==> config.mk <==
export PLATFORM = sky130hd
export DESIGN_NAME = cpu_run_controller
export DESIGN_NICKNAME = d
export VERILOG_FILES = /design/src/rtl/cpu_ctrl_pkg.sv /design/src/rtl/instr_ram.sv /design/src/rtl/cpu_run_controller.sv
export SDC_FILE = /design/constraint.sdc
export NUM_CORES = 1
export LEC_CHECK = 0
export BUFFER_PORTS_ARGS = -buffer_cell sky130_fd_sc_hd__buf_4
export CORE_ASPECT_RATIO = 1.25
export CORE_MARGIN = 10
export CORE_UTILIZATION = 40
export CTS_BUF_LIST = sky130_fd_sc_hd__clkbuf_16
export CTS_CLUSTER_DIAMETER = 150
export DETAILED_ROUTE_END_ITERATION = 10
export PLACE_DENSITY = 0.54
export SLEW_MARGIN = 20
export SYNTH_ARGS = -nofsm -noshare
export SYNTH_HDL_FRONTEND = slang
export SYNTH_SLANG_ARGS = --single-unit
==> constraint.sdc <==
create_clock -name clk -period 2.5 [get_ports clk]
set_input_delay 0.125 -clock clk [delete_from_list [all_inputs] [get_ports clk]]
set_output_delay 0.125 -clock clk [all_outputs]
set_load 0.005 [all_outputs]
==> src/rtl/cpu_ctrl_pkg.sv <==
// Shared types and constants for the 4-bit CPU run controller.
package cpu_ctrl_pkg;

  typedef enum logic [1:0] {
    LOAD = 2'd0,
    HALT = 2'd1,
    RUN  = 2'd2,
    STEP = 2'd3
  } state_t;

  localparam logic [3:0]  HOLD_OP   = 4'hF;
  localparam int unsigned RAM_DEPTH = 16;

endpackage

==> src/rtl/instr_ram.sv <==
// Instruction store: one synchronous write port, asynchronous read port.
module instr_ram
  import cpu_ctrl_pkg::*;
#(
  parameter int ADDR_W = 4,
  parameter int DATA_W = 8
) (
  input  logic              clk,
  input  logic              we,
  input  logic [ADDR_W-1:0] waddr,
  input  logic [DATA_W-1:0] wdata,
  input  logic [ADDR_W-1:0] raddr,
  output logic [DATA_W-1:0] rdata
);

  logic [DATA_W-1:0] mem [RAM_DEPTH];

  always_ff @(posedge clk) begin
    if (we) mem[waddr] <= wdata;
  end

  assign rdata = mem[raddr];

endmodule

==> src/rtl/cpu_run_controller.sv <==
// Load/halt/run/step sequencer for the 4-bit core, with PC breakpoint.
module cpu_run_controller
  import cpu_ctrl_pkg::*;
#(
  parameter int ADDR_W = 4,
  parameter int DATA_W = 8,
  parameter int CNT_W  = 16
) (
  input  logic              clk,
  input  logic              reset,
  input  logic              load_start,
  input  logic              load_valid,
  input  logic [DATA_W-1:0] load_data,
  output logic              load_ready,
  input  logic              cmd_run,
  input  logic              cmd_halt,
  input  logic              cmd_step,
  input  logic              bp_en,
  input  logic [ADDR_W-1:0] bp_addr,
  input  logic [ADDR_W-1:0] cpu_address,
  output logic [DATA_W-1:0] cpu_instr,
  output logic              cpu_n_reset,
  output logic [1:0]        state_o,
  output logic              bp_hit,
  output logic [CNT_W-1:0]  instr_count
);

  state_t            state, state_nx;
  logic [ADDR_W-1:0] ptr, ptr_nx;
  logic [CNT_W-1:0]  cnt;
  logic              bp_mask;
  logic              bp_hit_r;
  logic              brk;
  logic              exec;
  logic              clr_cnt;
  logic              ram_we;
  logic [DATA_W-1:0] ram_rdata;

  instr_ram #(
    .ADDR_W (ADDR_W),
    .DATA_W (DATA_W)
  ) u_ram (
    .clk   (clk),
    .we    (ram_we),
    .waddr (ptr),
    .wdata (load_data),
    .raddr (cpu_address),
    .rdata (ram_rdata)
  );

  // Breakpoint is masked on the first cycle after leaving HALT so a resume
  // from the break PC executes that instruction instead of re-breaking.
  always_comb begin
    brk    = (state == RUN) && bp_en && (cpu_address == bp_addr) && !bp_mask;
    exec   = ((state == RUN) && !brk) || (state == STEP);
    ram_we = (state == LOAD) && load_valid && !load_start && !reset;
  end

  always_comb begin
    state_nx = state;
    ptr_nx   = ptr;
    clr_cnt  = 1'b0;
    if (load_start) begin
      state_nx = LOAD;
      ptr_nx   = '0;
    end else begin
      unique case (state)
        LOAD: begin
          if (load_valid) begin
            ptr_nx = ptr + 1'b1;
            if (ptr == '1) begin
              state_nx = HALT;
              clr_cnt  = 1'b1;
            end
          end
        end
        HALT: begin
          if (cmd_run)       state_nx = RUN;
          else if (cmd_step) state_nx = STEP;
        end
        RUN: begin
          if (cmd_halt || brk) state_nx = HALT;
        end
        STEP: state_nx = HALT;
      endcase
    end
  end

  always_comb begin
    cpu_instr = '0;
    unique case (state)
      LOAD: cpu_instr = '0;
      HALT: cpu_instr = {HOLD_OP, cpu_address};
      RUN:  cpu_instr = brk ? {HOLD_OP, cpu_address} : ram_rdata;
      STEP: cpu_instr = ram_rdata;
    endcase
  end

  always_ff @(posedge clk) begin
    if (reset) begin
      state    <= LOAD;
      ptr      <= '0;
      cnt      <= '0;
      bp_mask  <= 1'b0;
      bp_hit_r <= 1'b0;
    end else begin
      state    <= state_nx;
      ptr      <= ptr_nx;
      bp_hit_r <= brk;
      bp_mask  <= (state == HALT) && (state_nx != HALT);
      if (clr_cnt)                  cnt <= '0;
      else if (exec && (cnt != '1)) cnt <= cnt + 1'b1;
    end
  end

  assign cpu_n_reset = (state != LOAD);
  assign load_ready  = (state == LOAD) && !reset;
  assign state_o     = state;
  assign bp_hit      = bp_hit_r;
  assign instr_count = cnt;

endmodule
==> results of run 1 <==
synth_stat cells, types with 2 or more instances:
cell and number:
edfxtp_1 128, mux4_2 30, dfxtp_1 24, nor2_1 24, a21oi_1 21, nand2_1 14
nand3_1 12, buf_2 10, a22oi_1 8, o31ai_1 8, inv_1 7, nor3_1 7
or4_1 7, mux2i_1 6, a31oi_1 5, and3_1 5, ha_1 5, nand4_1 5
xnor2_1 5, clkbuf_1 4, nand2b_1 4, o21ai_0 4, o21ai_1 4, or3_1 4
buf_4 3, buf_6 3, mux2_2 3, nor2b_1 3, a211oi_1 2, a311oi_1 2
a41oi_1 2, and2_1 2, and4_1 2, o21a_1 2
cell type report:
class / count / share of cell area [%]
clock buffers: 17 / 5.52
multi-input cells: 214 / 24.6
clock inverters: 12 / 1.48
flip-flops and latches: 152 / 56.1
repair buffers: 87 / 8.54
inverters: 7 / 0.341
well taps: 212 / 3.44
worst max-delay path: stages (launching register included):
cell      delay [ns]
dfxtp_1         0.36
buf_4           0.19
and4bb_1        0.21
nand2_2         0.13
o21a_2          0.31
a21oi_1         0.11
a311oi_1        0.27
buf_4           0.16
power by group through the flow:
stage,clock (mW),combinational [mW],sequential (mW)
2_1_floorplan,0,0.134,2.81
3_3_place_gp,0,0.230,2.81
3_5_place_dp,0,0.234,2.81
4_1_cts,2.42,0.237,2.75
5_1_grt,2.53,0.254,2.75
6_report,2.37,0.230,2.75
metrics by stage:
step	setup slack [ns]	hold WS, ns
2_1_floorplan	0.235	0.201
3_3_place_gp	0.475	0.366
3_5_place_dp	0.464	0.368
4_1_cts	0.0368	0.00633
5_1_grt	0.0732	0.0170
6_report	0.218	0.0150
sequential cells by signal (all words and copies together), names as in the netlist:
signal	cells
instr_count	16
ptr	4
bp_hit	1
bp_mask	1
state_o	2
u_ram.mem	128
cells by family after synthesis:
logic type | after synthesis
adder cells (fa/ha/maj) | 5
AND/OR/NAND/NOR | 97
flip-flops | 152
AO/OA/AOI/OAI | 66
multiplexers | 40
XOR/XNOR | 6
buffers and inverters | 28
cells in the final DEF (no fill, tap or decap), types with 2 or more instances in the layout:
cell type / netlist / layout
and2_1: 2 / 2
a21oi_1: 21 / 21
clkinvlp_4: 0 / 2
dlygate4sd3_1: 0 / 2
o21ai_0: 4 / 4
a311oi_1: 2 / 2
buf_4: 3 / 85
nor2_1: 24 / 24
inv_1: 7 / 8
nor3_1: 7 / 7
nand2b_1: 4 / 4
and3_1: 5 / 5
dfxtp_1: 24 / 24
xnor2_1: 5 / 5
mux4_2: 30 / 30
nand3_1: 12 / 12
a41oi_1: 2 / 2
mux2i_1: 6 / 6
clkinv_2: 0 / 3
and4_1: 2 / 2
nand2_1: 14 / 14
or4_1: 7 / 7
a31oi_1: 5 / 5
a22oi_1: 8 / 8
a211oi_1: 2 / 2
or3_1: 4 / 4
o31ai_1: 8 / 8
nand4_1: 5 / 5
bufinv_16: 0 / 2
ha_1: 5 / 5
clkbuf_16: 0 / 17
mux2_2: 3 / 3
o21ai_1: 4 / 4
clkinv_1: 0 / 3
edfxtp_1: 128 / 128
nor2b_1: 3 / 3
timing repair:
item | 4_1_cts | 5_1_grt
resized for setup | 0 | 1
endpoints found under the hold margin | 4 | 0
endpoints found under the setup margin | 0 | 2
hold buffers | 2 | 0
how the worst min path moves through the flow:
stage / cells after the start / endpoint / startpoint / slack (ns)
after floorplan: 1 / state_o[0] / reset / 0.20
after global placement: 2 / state_o[0] / reset / 0.37
after detailed placement: 2 / state_o[0] / reset / 0.37
after CTS: 1 / u_ram.mem[13][2] / load_data[2] / 0.006
after global routing: 2 / bp_mask / cmd_run / 0.02
final: 2 / bp_mask / cmd_step / 0.01
per-layer routing:
layer	global-route usage, %	vias up	part of all wire, %
li1	-	1752	-
met1	16.7	1926	43
met2	24.0	116	51
met3	3.29	17	4.1
met4	5.71	0	1.7
met5	0	-	0
==> key figures, run 1 <==
Run status
  • Status: finished clean

Worst setup path
  • Crit end category: primary output
  • Worst-path fanout max: 11
  • Worst setup SP type: flop
  • Critical Path RT: 2.38 ns
  • Worst r2r src: state_o[1]
  • Worst r2r path cells: 5
  • CP Capture Point: cpu_instr[2]
  • Worst setup path category: reg -> out
  • FF-to-FF End: u_ram.mem[8][1]
  • Worst Path Arrival: approximately 2.2 ns
  • Crit. Startpoint: state_o[1]
  • R2r setup slk: between 0.4 and 0.5 ns

STA
  • RSZ-0062 raised after global routing: false
  • Worst Skew: around 0.0066 ns
  • Max Freq: about 440 MHz
  • Final Max Tran Viols: 0
  • Final worst path period share: between 90% and 100%
  • Slew margin rel.: 72.5%
  • Fin Setup TNS: 0 ns
  • Crit path time final: around 2.3 ns
  • Tightest Pin Transition: 0.413 ns
  • Setup violators final: 0
  • Final Hold Vio Count: 0

Logic synthesis
  • Synth area leaders: edfxtp_1, mux4_2, dfxtp_1
  • Yosys warning total: 0
  • Post-Syn Nets: roughly 420
  • Leading area contributor after synthesis: edfxtp_1
  • Adder-Cell Fraction of Synth Area: 0.982%
  • Xor-xnor portion of the synthesized cell area: less than 1%
  • Simple-gate share of the synthesized area: about 8.2%
  • Mux share of post-synthesis cell area: between 10% and 20%
  • Async set-reset flop share out of synthesis: 0%
  • Number of synthesized flops with an enable pin: approximately 130
  • Primary FF master, synth: edfxtp_1
  • Cells after synthesis: between 300 and 400
  • Share of the synthesized area in the top cell type: 60.4%
  • Post-synthesis sequential area ratio: 67.9%
  • Yosys cell types: 53
  • Register bit total from synthesis: approximately 150
  • Largest family of logic cells by synthesized area: multiplexers
  • Compound-gate portion of the synthesized area: between 7 and 8%
  • Syn_area_per_cell: approximately 16 um2
  • Mapped Area: 6370 um2

Detailed routing
  • Vias per inst: around 5.4
  • DRC violations left: 0
  • DRT Wirelength: 14700 um
  • Post-route ant nets: 0
  • Initial DRC Count: 258
  • Avg WL per Cell: about 21 um
  • DR pass1 iterations: 5
  • DR vias: 3811

Global route
  • Pin count of the biggest net entering global routing: 22
  • Initial antenna violation count: 0
  • Global route overflow: 0
  • Vias in the first global route: 3913
  • GRT Util Overall: about 14%
  • Global-route wire length before repair: 22900 um

Die
  • Die W: around 130 um
  • Chip height: 161 um
  • Rows: 51
  • Initial core utilization: 40.7%
  • DIE AREA: about 21000 um2
  • IO Pins: between 50 and 60
  • CORE AREA: between 15000 and 20000 um2

Pwr
  • Power per Cell Area: roughly 690 nW/um2
  • Sw frac: between 20% and 30%
  • Total Power: roughly 5.4 mW
  • P_int: around 4.3 mW
  • Gate power share: between 4 and 5%
  • Static Leakage: around 2.6 nW
  • Switching pwr: about 1.1 mW
  • Clock power frac: roughly 44%
  • Peak VDD IR: 0.000488 V
  • Part of the power in registers: 51.4%

Finish
  • Final core utilization: 49.3%
  • Reg area: ~4300 um2
  • Area Overhead vs Synth: 21.0%
  • Layout Nets: ~510
  • Fill cells: approximately 1300
  • Final non-filler cell total: between 700 and 800
  • Layout cell share with drive strength beyond 1: between 30 and 40%
  • Cell area after layout: about 7700 um2
  • Antenna cells: 0
  • Footprint of the multi-input gates: 1890 um2

CTS
  • H-tree lvl count: 4
  • Clock sink total: around 150
  • Setup Fix Bufs, Post-CTS: 0
  • Clk slew on worst S/H paths: 0.06 ns
  • CTS buffer count: 17
  • Max clock buf depth: 2
  • Root Driver: clkbuf_16
  • CTS tree: done
  • Clk Latency, worst-skew pair: around 0.42 ns

Placement
  • Gp weighted congestion: about 0.86
  • DP Wirelength: 10200 um
  • Port-buffer cells: 52
  • Cell Area, Placed: a little over 7000 um2
  • Placed cells: between 600 and 700

Run
  • Reported max-cap violation count: 0

Worst hold path
  • Class of the worst hold path: in -> reg
(Power assumes the default switching activity.)
==> inputs of run 2 (changes only) <==
--- a/config.mk
+++ b/config.mk
@@ -6,7 +6,6 @@
 export NUM_CORES = 1
 export LEC_CHECK = 0
 export BUFFER_PORTS_ARGS = -buffer_cell sky130_fd_sc_hd__buf_4
-export CORE_ASPECT_RATIO = 1.25
 export CORE_MARGIN = 10
 export CORE_UTILIZATION = 40
 export CTS_BUF_LIST = sky130_fd_sc_hd__clkbuf_16
==> key figures, run 2 (same netlist as run 1, synthesis figures left out) <==
Placement
  • Placement Setup Slack: ~0.34 ns
  • DP Wirelength: between 10000 and 15000 um
  • Gp weighted congestion: approximately 0.80
  • Port-buffer cells: 52

Detailed routing
  • DR vias: about 3800
  • Vias per inst: approximately 5.5
  • DRC violations left: 0
  • DRT Wirelength: ~15000 um
  • DR pass1 iterations: 4
  • Avg WL per Cell: about 22 um
  • Post-route ant nets: 0
  • Initial DRC Count: roughly 280

Pwr
  • Part of the power in registers: 51.0%
  • Peak VDD IR: between 0.0005 and 0.0006 V
  • Static Leakage: 2.63 nW
  • Switching pwr: around 1.2 mW
  • Gate power share: under 10%
  • Sw frac: 22.9%
  • P_int: roughly 4.2 mW
  • Power per Cell Area: around 700 nW/um2
  • Clock power frac: around 45%

Global route
  • Initial antenna violation count: 0
  • Global route hottest layer: met2
  • Grt met2 use: ~24%
  • GRT Util Overall: 14.6%
  • Grt met3 use: 4.39%
  • Global route overflow: 0
  • Met1 Track Usage GR: roughly 18%
  • Vias in the first global route: roughly 4000
  • Pin count of the biggest net entering global routing: 23
  • Global-route wire length before repair: ~24000 um

Worst setup path
  • Worst Path Arrival: between 2 and 2.5 ns
  • Worst path slowest cell: dfxtp_1
  • Buffer and inverter count on the worst path: 1
  • Crit end category: primary output
  • Worst setup path category: reg -> out
  • Crit path cell chain: and4bb_1 -> nand2_2 -> o21a_4 -> a21oi_1 -> a311oi_1 -> buf_4
  • Slowest stage delay, CP: approximately 0.48 ns
  • Worst setup SP type: flop
  • Worst-path fanout max: 11
  • Largest delay share family, worst path: compound AO/OA/AOI/OAI gates
  • Critical Path RT: ~2.4 ns
  • R2r setup slk: about 0.38 ns

STA
  • Tightest Pin Transition: around 0.61 ns
  • Final worst setup slack: roughly 0.25 ns
  • Final worst path period share: about nine tenths
  • Final Max Tran Viols: 0
  • Setup violators final: 0
  • Final Hold Vio Count: 0
  • Crit path time final: around 2.3 ns
  • Worst Skew: between 0.015 and 0.02 ns
  • Slew margin rel.: a little under 60%
  • Fin Setup TNS: 0 ns
  • RSZ-0062 raised after global routing: false
  • Max Freq: between 400 and 500 MHz

Run status
  • Status: finished clean

CTS
  • Clk Latency, worst-skew pair: approximately 0.43 ns
  • CTS buffer count: 17
  • CTS tree: done
  • H-tree lvl count: 4
  • Max clock buf depth: 2
  • Root Driver: clkbuf_16
  • Clock sink total: about 150
  • Clk slew on worst S/H paths: roughly 0.060 ns

Finish
  • Commonest non-fill, non-tap cell in the layout: edfxtp_1
  • Layout Nets: ~510
  • Layout cell share with drive strength beyond 1: 31.7%
  • Footprint of the multi-input gates: 1910 um2
  • Number of flip-flops in the largest register: about 130
  • Antenna cells: 0
  • Area Overhead vs Synth: 21.6%
  • Most frequent cells in the layout: edfxtp_1, buf_4, mux4_2, nor2_1, dfxtp_1
  • Fill cells: ~1400
  • Reg area: 4330 um2
  • Biggest register: u_ram.mem

Die
  • Initial core utilization: between 40% and 50%
  • Die W: 146 um
  • Rows: 46
  • CORE AREA: 15800 um2
  • DIE AREA: about 21000 um2
  • IO Pins: 53
  • Chip height: between 100 and 150 um

Run
  • Reported max-cap violation count: 0

Worst hold path
  • Class of the worst hold path: in -> reg
run 2: area by class of cell:
type	count	share of cell area (%)
clock inverters	15	1.71
well taps	216	3.49
inverters	7	0.339
multi-input cells	214	24.7
repair buffers	84	8.43
flip-flops and latches	152	55.9
clock buffers	17	5.49
run 2: timing repair:
| action | in CTS | in global routing |
|---|---|---|
| setup endpoints to repair | 3 | 2 |
| hold buffers | 4 | 0 |
| endpoints found under the hold margin | 4 | 0 |
| setup buffers | 0 | 0 |
| resized for setup | 2 | 3 |
run 2: final timing paths:
path                          end             from  cells past startpoint
setup / recovery     cpu_instr[3]       state_o[0]                      6
hold / removal             ptr[1]       load_valid                      3
setup reg to reg  u_ram.mem[9][1]       state_o[1]                      5
hold reg to reg   instr_count[15]  instr_count[15]                      2
run 2: per-stage QoR:
step | std cells | hold WS (ns) | power [mW] | utilization [%] | instance area, um2
floorplan | 394 | 0.201 | 2.94 | - | 6370
global placement | 669 | 0.376 | 3.04 | 45.2 | 7130
detailed placement | 669 | 0.374 | 3.04 | 45.2 | 7130
CTS | 705 | 0.00958 | 5.45 | 49.0 | 7730
global route | 705 | 0.0148 | 5.59 | 49.1 | 7740
finish | 705 | 0.0125 | 5.40 | 49.1 | 7740
run 2: power groups by stage:
stage / clock network (mW) / logic (mW) / registers (mW)
after floorplan: 0 / 0.134 / 2.81
after global placement: 0 / 0.235 / 2.81
after detailed placement: 0 / 0.236 / 2.81
after CTS: 2.46 / 0.241 / 2.75
after global routing: 2.58 / 0.260 / 2.75
final: 2.41 / 0.237 / 2.75
run 2: per-layer routing:
layer  vias to the layer above  routed length, um
met4                         0                132
met5                         -                  0
met3                        11               1070
li1                       1748                  -
met1                      1950               6260
met2                       139               7720
run 2: worst min-delay path: stages:
cell	delay, ns
buf_4	0.13
nand3_1	0.08
a21oi_1	0.05
